[src/rtl/env_render_scanner_pkg.sv]
// Shared sizing and types for the environment render scanner.
// Default grid is 16x16 cells of SIGNAL_BITS+1 bit location words.
package env_pkg;

   localparam int SIGNAL_BITS = 8;
   localparam int N           = SIGNAL_BITS + 1;
   localparam int GRID_W      = 16;
   localparam int GRID_H      = 16;
   localparam int XW          = $clog2(GRID_W);
   localparam int YW          = $clog2(GRID_H);

   typedef logic [N-1:0]  cell_t;
   typedef logic [XW-1:0] coord_x_t;
   typedef logic [YW-1:0] coord_y_t;

   typedef enum logic [1:0] {
      SCAN_IDLE  = 2'd0,
      SCAN_ISSUE = 2'd1,
      SCAN_DRAIN = 2'd2
   } scan_state_t;

endpackage

[src/rtl/env_render_scanner_fifo.sv]
// Two-entry skid FIFO holding sampled cell words with their coordinates.
// Head is read straight from storage; push and pop in the same cycle are allowed even when full.
module render_skid_fifo #(
   parameter int W = 8
) (
   input  logic         Clk,
   input  logic         Clr,
   input  logic         push,
   input  logic [W-1:0] wr_data,
   input  logic         pop,
   output logic [W-1:0] rd_data,
   output logic [1:0]   count
);

   logic [W-1:0] mem [2];
   logic         wr_ptr;
   logic         rd_ptr;

   always_ff @(posedge Clk) begin
      if (Clr) begin
         wr_ptr <= 1'b0;
         rd_ptr <= 1'b0;
         count  <= 2'd0;
         for (int i = 0; i < 2; i++) begin
            mem[i] <= '0;
         end
      end else begin
         // When full, wr_ptr == rd_ptr: a simultaneous push overwrites the slot being popped.
         if (push) begin
            mem[wr_ptr] <= wr_data;
            wr_ptr      <= ~wr_ptr;
         end
         if (pop) begin
            rd_ptr <= ~rd_ptr;
         end
         count <= count + {1'b0, push} - {1'b0, pop};
      end
   end

   assign rd_data = mem[rd_ptr];

endmodule

[src/rtl/env_render_scanner.sv]
// Raster-order reader of the location grid: issues render selects, samples the bus a cycle later, streams cells out.
// Issue is throttled so FIFO plus in-flight never exceeds two; RENDER_CHECKSUM_EN adds the Frame_Sum output.
module env_render_scanner #(
   parameter int N      = env_pkg::N,
   parameter int GRID_W = env_pkg::GRID_W,
   parameter int GRID_H = env_pkg::GRID_H,
   localparam int XW    = $clog2(GRID_W),
   localparam int YW    = $clog2(GRID_H)
) (
   input  logic          Clk,
   input  logic          Clr,
   input  logic          Start,
   output logic          Render_En,
   output logic [XW-1:0] Render_X,
   output logic [YW-1:0] Render_Y,
   input  logic [N-1:0]  Render_Data_In,
   output logic          Pix_Valid,
   input  logic          Pix_Ready,
   output logic [N-1:0]  Pix_Data,
   output logic [XW-1:0] Pix_X,
   output logic [YW-1:0] Pix_Y,
   output logic          Pix_Last,
   output logic          Busy,
   output logic          Frame_Done
`ifdef RENDER_CHECKSUM_EN
   ,
   output logic [15:0]   Frame_Sum
`endif
);

   import env_pkg::*;

   localparam int EW = N + XW + YW + 1;

   scan_state_t   state;
   scan_state_t   state_nxt;
   logic [XW-1:0] addr_x;
   logic [YW-1:0] addr_y;
   logic [XW-1:0] iss_x;
   logic [YW-1:0] iss_y;
   logic          iss_last;
   logic          inflight;
   logic          addr_last;
   logic          accept;
   logic          start_go;
   logic          done_set;
   logic [1:0]    fifo_count;
   logic [1:0]    occ;
   logic [EW-1:0] push_data;
   logic [EW-1:0] head_data;

   assign addr_last = (addr_x == XW'(GRID_W - 1)) && (addr_y == YW'(GRID_H - 1));
   assign accept    = Pix_Valid && Pix_Ready;
   // Slots committed after this edge if nothing new is issued; a same-cycle accept frees one.
   assign occ       = fifo_count + {1'b0, inflight} - {1'b0, accept};
   assign Busy      = (state != SCAN_IDLE);
   assign Render_X  = addr_x;
   assign Render_Y  = addr_y;

   always_comb begin
      state_nxt = state;
      Render_En = 1'b0;
      start_go  = 1'b0;
      done_set  = 1'b0;
      case (state)
         SCAN_IDLE: begin
            if (Start && !Frame_Done) begin
               start_go  = 1'b1;
               state_nxt = SCAN_ISSUE;
            end
         end
         SCAN_ISSUE: begin
            if (occ < 2'd2) begin
               Render_En = 1'b1;
               if (addr_last) begin
                  state_nxt = SCAN_DRAIN;
               end
            end
         end
         SCAN_DRAIN: begin
            if (accept && Pix_Last) begin
               done_set  = 1'b1;
               state_nxt = SCAN_IDLE;
            end
         end
         default: state_nxt = SCAN_IDLE;
      endcase
   end

   always_ff @(posedge Clk) begin
      if (Clr) begin
         state      <= SCAN_IDLE;
         addr_x     <= '0;
         addr_y     <= '0;
         iss_x      <= '0;
         iss_y      <= '0;
         iss_last   <= 1'b0;
         inflight   <= 1'b0;
         Frame_Done <= 1'b0;
      end else begin
         state      <= state_nxt;
         Frame_Done <= done_set;
         inflight   <= Render_En;
         if (Render_En) begin
            iss_x    <= addr_x;
            iss_y    <= addr_y;
            iss_last <= addr_last;
            // The last issue wraps both counters, so the next frame starts at (0,0).
            if (addr_x == XW'(GRID_W - 1)) begin
               addr_x <= '0;
               addr_y <= addr_last ? '0 : addr_y + 1'b1;
            end else begin
               addr_x <= addr_x + 1'b1;
            end
         end
      end
   end

   assign push_data = {Render_Data_In, iss_x, iss_y, iss_last};

   render_skid_fifo #(
      .W(EW)
   ) u_fifo (
      .Clk     (Clk),
      .Clr     (Clr),
      .push    (inflight),
      .wr_data (push_data),
      .pop     (accept),
      .rd_data (head_data),
      .count   (fifo_count)
   );

   assign Pix_Valid = (fifo_count != 2'd0);
   assign {Pix_Data, Pix_X, Pix_Y, Pix_Last} = head_data;

`ifdef RENDER_CHECKSUM_EN
   localparam int SW = (N < 16) ? N : 16;

   always_ff @(posedge Clk) begin
      if (Clr) begin
         Frame_Sum <= '0;
      end else if (start_go) begin
         Frame_Sum <= '0;
      end else if (accept) begin
         Frame_Sum <= Frame_Sum + 16'(Pix_Data[SW-1:0]);
      end
   end
`endif

endmodule

[config.mk]
export PLATFORM = sky130hd
export DESIGN_NAME = env_render_scanner
export DESIGN_NICKNAME = d
export VERILOG_FILES = /design/src/rtl/env_render_scanner_pkg.sv /design/src/rtl/env_render_scanner_fifo.sv /design/src/rtl/env_render_scanner.sv
export SDC_FILE = /design/constraint.sdc
export NUM_CORES = 1
export LEC_CHECK = 0
export ABC_AREA = 1
export CAP_MARGIN = 40
export CORE_MARGIN = 1.5
export CORE_UTILIZATION = 41
export CTS_BUF_LIST = sky130_fd_sc_hd__clkbuf_4 sky130_fd_sc_hd__clkbuf_8
export DETAILED_ROUTE_END_ITERATION = 10
export PLACE_DENSITY = 0.75
export SKIP_CTS_REPAIR_TIMING = 1
export SLEW_MARGIN = 0
export SYNTH_ARGS = -nofsm -noshare
export SYNTH_HDL_FRONTEND = slang
export SYNTH_HIERARCHICAL = 1
export SYNTH_SLANG_ARGS = --single-unit
[constraint.sdc]
create_clock -name Clk -period 4.65 [get_ports Clk]
set_input_delay 0.6975 -clock Clk [delete_from_list [all_inputs] [get_ports Clk]]
set_output_delay 0.6975 -clock Clk [all_outputs]
set_load 0.1 [all_outputs]
==> impl_metrics.yaml <==
floorplanning:
  dieArea_um2: 7530
  die_x_um: 86.8
  die_y_um: 86.8
  rows: 30
  io_pins: 43
  start_util: 0.423
  coreArea_um2: 6790
clock_tree:
  cts_tree: "yes"
  clkLatencyLatePin_ns: 0.33
  clkTransAtPathRegs_ns: 0.07
  clockRootBuffer: "clkbuf_8"
  clkSinkCount: 62
  clock_path_buffers: 2
  cts_inserted_buffers: 9
  htreeDepth: 3
synth:
  synth-warning-count: 6
  synth-simple-area-share: 0.190
  ys_seq_elements: 62
  synth_cell_type_count: 29
  synth_mux_area_frac: 0.0835
  synth.avg_cell_area_um2: 10.4
  syn_area_um2: 2880
  synth_xor_area_frac: 0.0152
  syn_inst: 277
  synth_compound_area_frac: 0.0457
  synth_area_leaders: "edfxtp_1, dfxtp_1, nor2_1"
  synth_top_family_by_area: "simple AND/OR/NAND/NOR gates"
  synth_top_area_frac: 0.376
  synthAdderAreaFrac: 0.0217
  synth_top_cell_by_area: "edfxtp_1"
  ys_seq_area_frac: 0.557
  syn-num-nets: 295
grt:
  antenna_found_initial: 0
  grt_max_degree: 23
  grt_use_total: 0.158
  grt-ovfl-total: 0
  grt_pass1_vias: 2086
  grt_pass1_wl_um: 9060
setup_path:
  crit_path_end_kind: "primary output"
  r2r_end: "u_fifo/mem[0][9]$_SDFFCE_PN0P_"
  crit_type: "input port to primary output"
  cp_max_fo: 15
  reg2reg_depth: 4
  cp.arrival_ns: 2.61
  critPathLaunchType: "input port"
  r2r_slack_ns: 2.47
  crit_path_end: "Render_En"
  crit_path_start: "Pix_Ready"
  r2r-start: "inflight$_SDFF_PP0_"
  cp_data_required_time_ns: 3.95
drt:
  num_vias: 2012
  drc: 0
  ant_nets: 0
  wl_um: 5340
  dr.pass1.iters: 4
  wire_per_inst_um: 11.8
  drtIter0Drc: 77
  post_drt_via_cell_ratio: 4.44
placement:
  portBuffers: 42
  gp_congestion: 0.752
  dpl_worst_slack_ns: 1.33
  dp_hpwl_um: 3770
job:
  cap_violations: 0
sta:
  fin_ws_ns: 1.34
  whs_ns: 0.477
  post-route-period-util: 0.711
  rsz0062_at_grt: "no"
  finalClockSkew_ns: 0.00525
  max_slew_margin: 0.435
  tightestPinTransition_ns: 0.845
  fmax_mhz: 302
  drv_slew: 0
  setup_viol: 0
  finalSetupTns_ns: 0
  final_hold_viol_count: 0
  min_period_ns: 3.31
final_layout:
  syn_to_final_growth_pct: 38.4
  antennaDiodeCount: 0
  fillers: 574
  layout_common_cells: "nor2_1, clkdlybuf4s50_1, nand2_1"
  final_common_cell: "nor2_1"
  nets: 370
  drive_gt1_frac: 0.263
  post-route-util: 0.586
worst_hold_path:
  hold_class: "register to register"
pwr:
  ir_drop_mv: 0.226
  powerDensity_nw_per_um2: 504
  p_leak_nw: 1.60
outcome:
  status: "completed"
[flip-flops by register name (all words and copies together) (netlist names), named ones only]
signal	flops
Render_X	4
u_fifo/count	2
iss_y	4
Frame_Done	1
Render_Y	4
inflight	1
state	2
iss_x	4
u_fifo/mem	36
iss_last	1
u_fifo/wr_ptr	1
u_fifo/rd_ptr	1
[routing by layer]
layer	GRT usage	wire, µm
met5	0	0
met4	0.0440	45
met3	0.0571	250
met2	0.286	2760
met1	0.174	2280
[cells by family after synthesis]
family / count (synthesis)
simple gates: 120
flops: 62
fa+ha+maj: 5
xor+xnor: 5
buf+inv: 48
mux: 18
compound gates: 19
[area by class of cell]
type	count	area, µm²	share of cell area
flip-flops and latches	62	1600	0.402
multi-input cells	167	1020	0.257
repair buffers	73	872	0.219
inverters	39	149	0.0374
clock buffers	11	139	0.0349
well taps	96	120	0.0302
clock inverters	5	73.8	0.0185
[per-stage QoR]
stage	power, mW	cells	instance area, µm²
2_1_floorplan	1.26	277	2880
3_3_place_gp	1.36	407	3320
3_5_place_dp	1.52	437	3770
4_1_cts	2.02	453	3980
5_1_grt	2.08	453	3980
6_report	2.00	453	3980
[how the worst min path moves through the flow]
stage / start / end / slack [ns] / cells after the start
final: iss_last$_SDFFE_PP0P_ / iss_last$_SDFFE_PP0P_ / 0.48 / 2
after global routing: iss_last$_SDFFE_PP0P_ / iss_last$_SDFFE_PP0P_ / 0.50 / 2
after floorplan: iss_last$_SDFFE_PP0P_ / iss_last$_SDFFE_PP0P_ / 0.44 / 2
after detailed placement: iss_last$_SDFFE_PP0P_ / iss_last$_SDFFE_PP0P_ / 0.47 / 2
after global placement: iss_last$_SDFFE_PP0P_ / iss_last$_SDFFE_PP0P_ / 0.46 / 2
after CTS: iss_last$_SDFFE_PP0P_ / iss_last$_SDFFE_PP0P_ / 0.48 / 2
[where the power goes]
group / leakage (nW) / internal, mW / switching (mW)
logic: 0.903 / 0.312 / 0.530
registers: 0.583 / 0.620 / 0.0376
clock network: 0.112 / 0.310 / 0.195
[cell usage after synthesis, drive strengths merged]
| library cell | n |
|---|---|
| edfxtp | 36 |
| nand3 | 14 |
| nand3b | 1 |
| inv | 39 |
| o21a | 1 |
| buf | 9 |
| nand2 | 51 |
| nor2 | 53 |
| nand4 | 1 |
| o21ai | 1 |
| xnor2 | 2 |
| a21oi | 17 |
| mux2 | 18 |
| ha | 5 |
| dfxtp | 26 |
| xor2 | 3 |
[worst max-delay path: stages]
cell             delay (ns)
clkdlybuf4s50_1        0.46
o21a_1                 0.22
ha_1                   0.27
nor2_1                 0.14
nand3_2                0.09
nand2_4                0.10
nand2_4                0.12
inv_4                  0.19
buf_4                  0.32
Note: power is estimated with default switching activity, not from simulation.
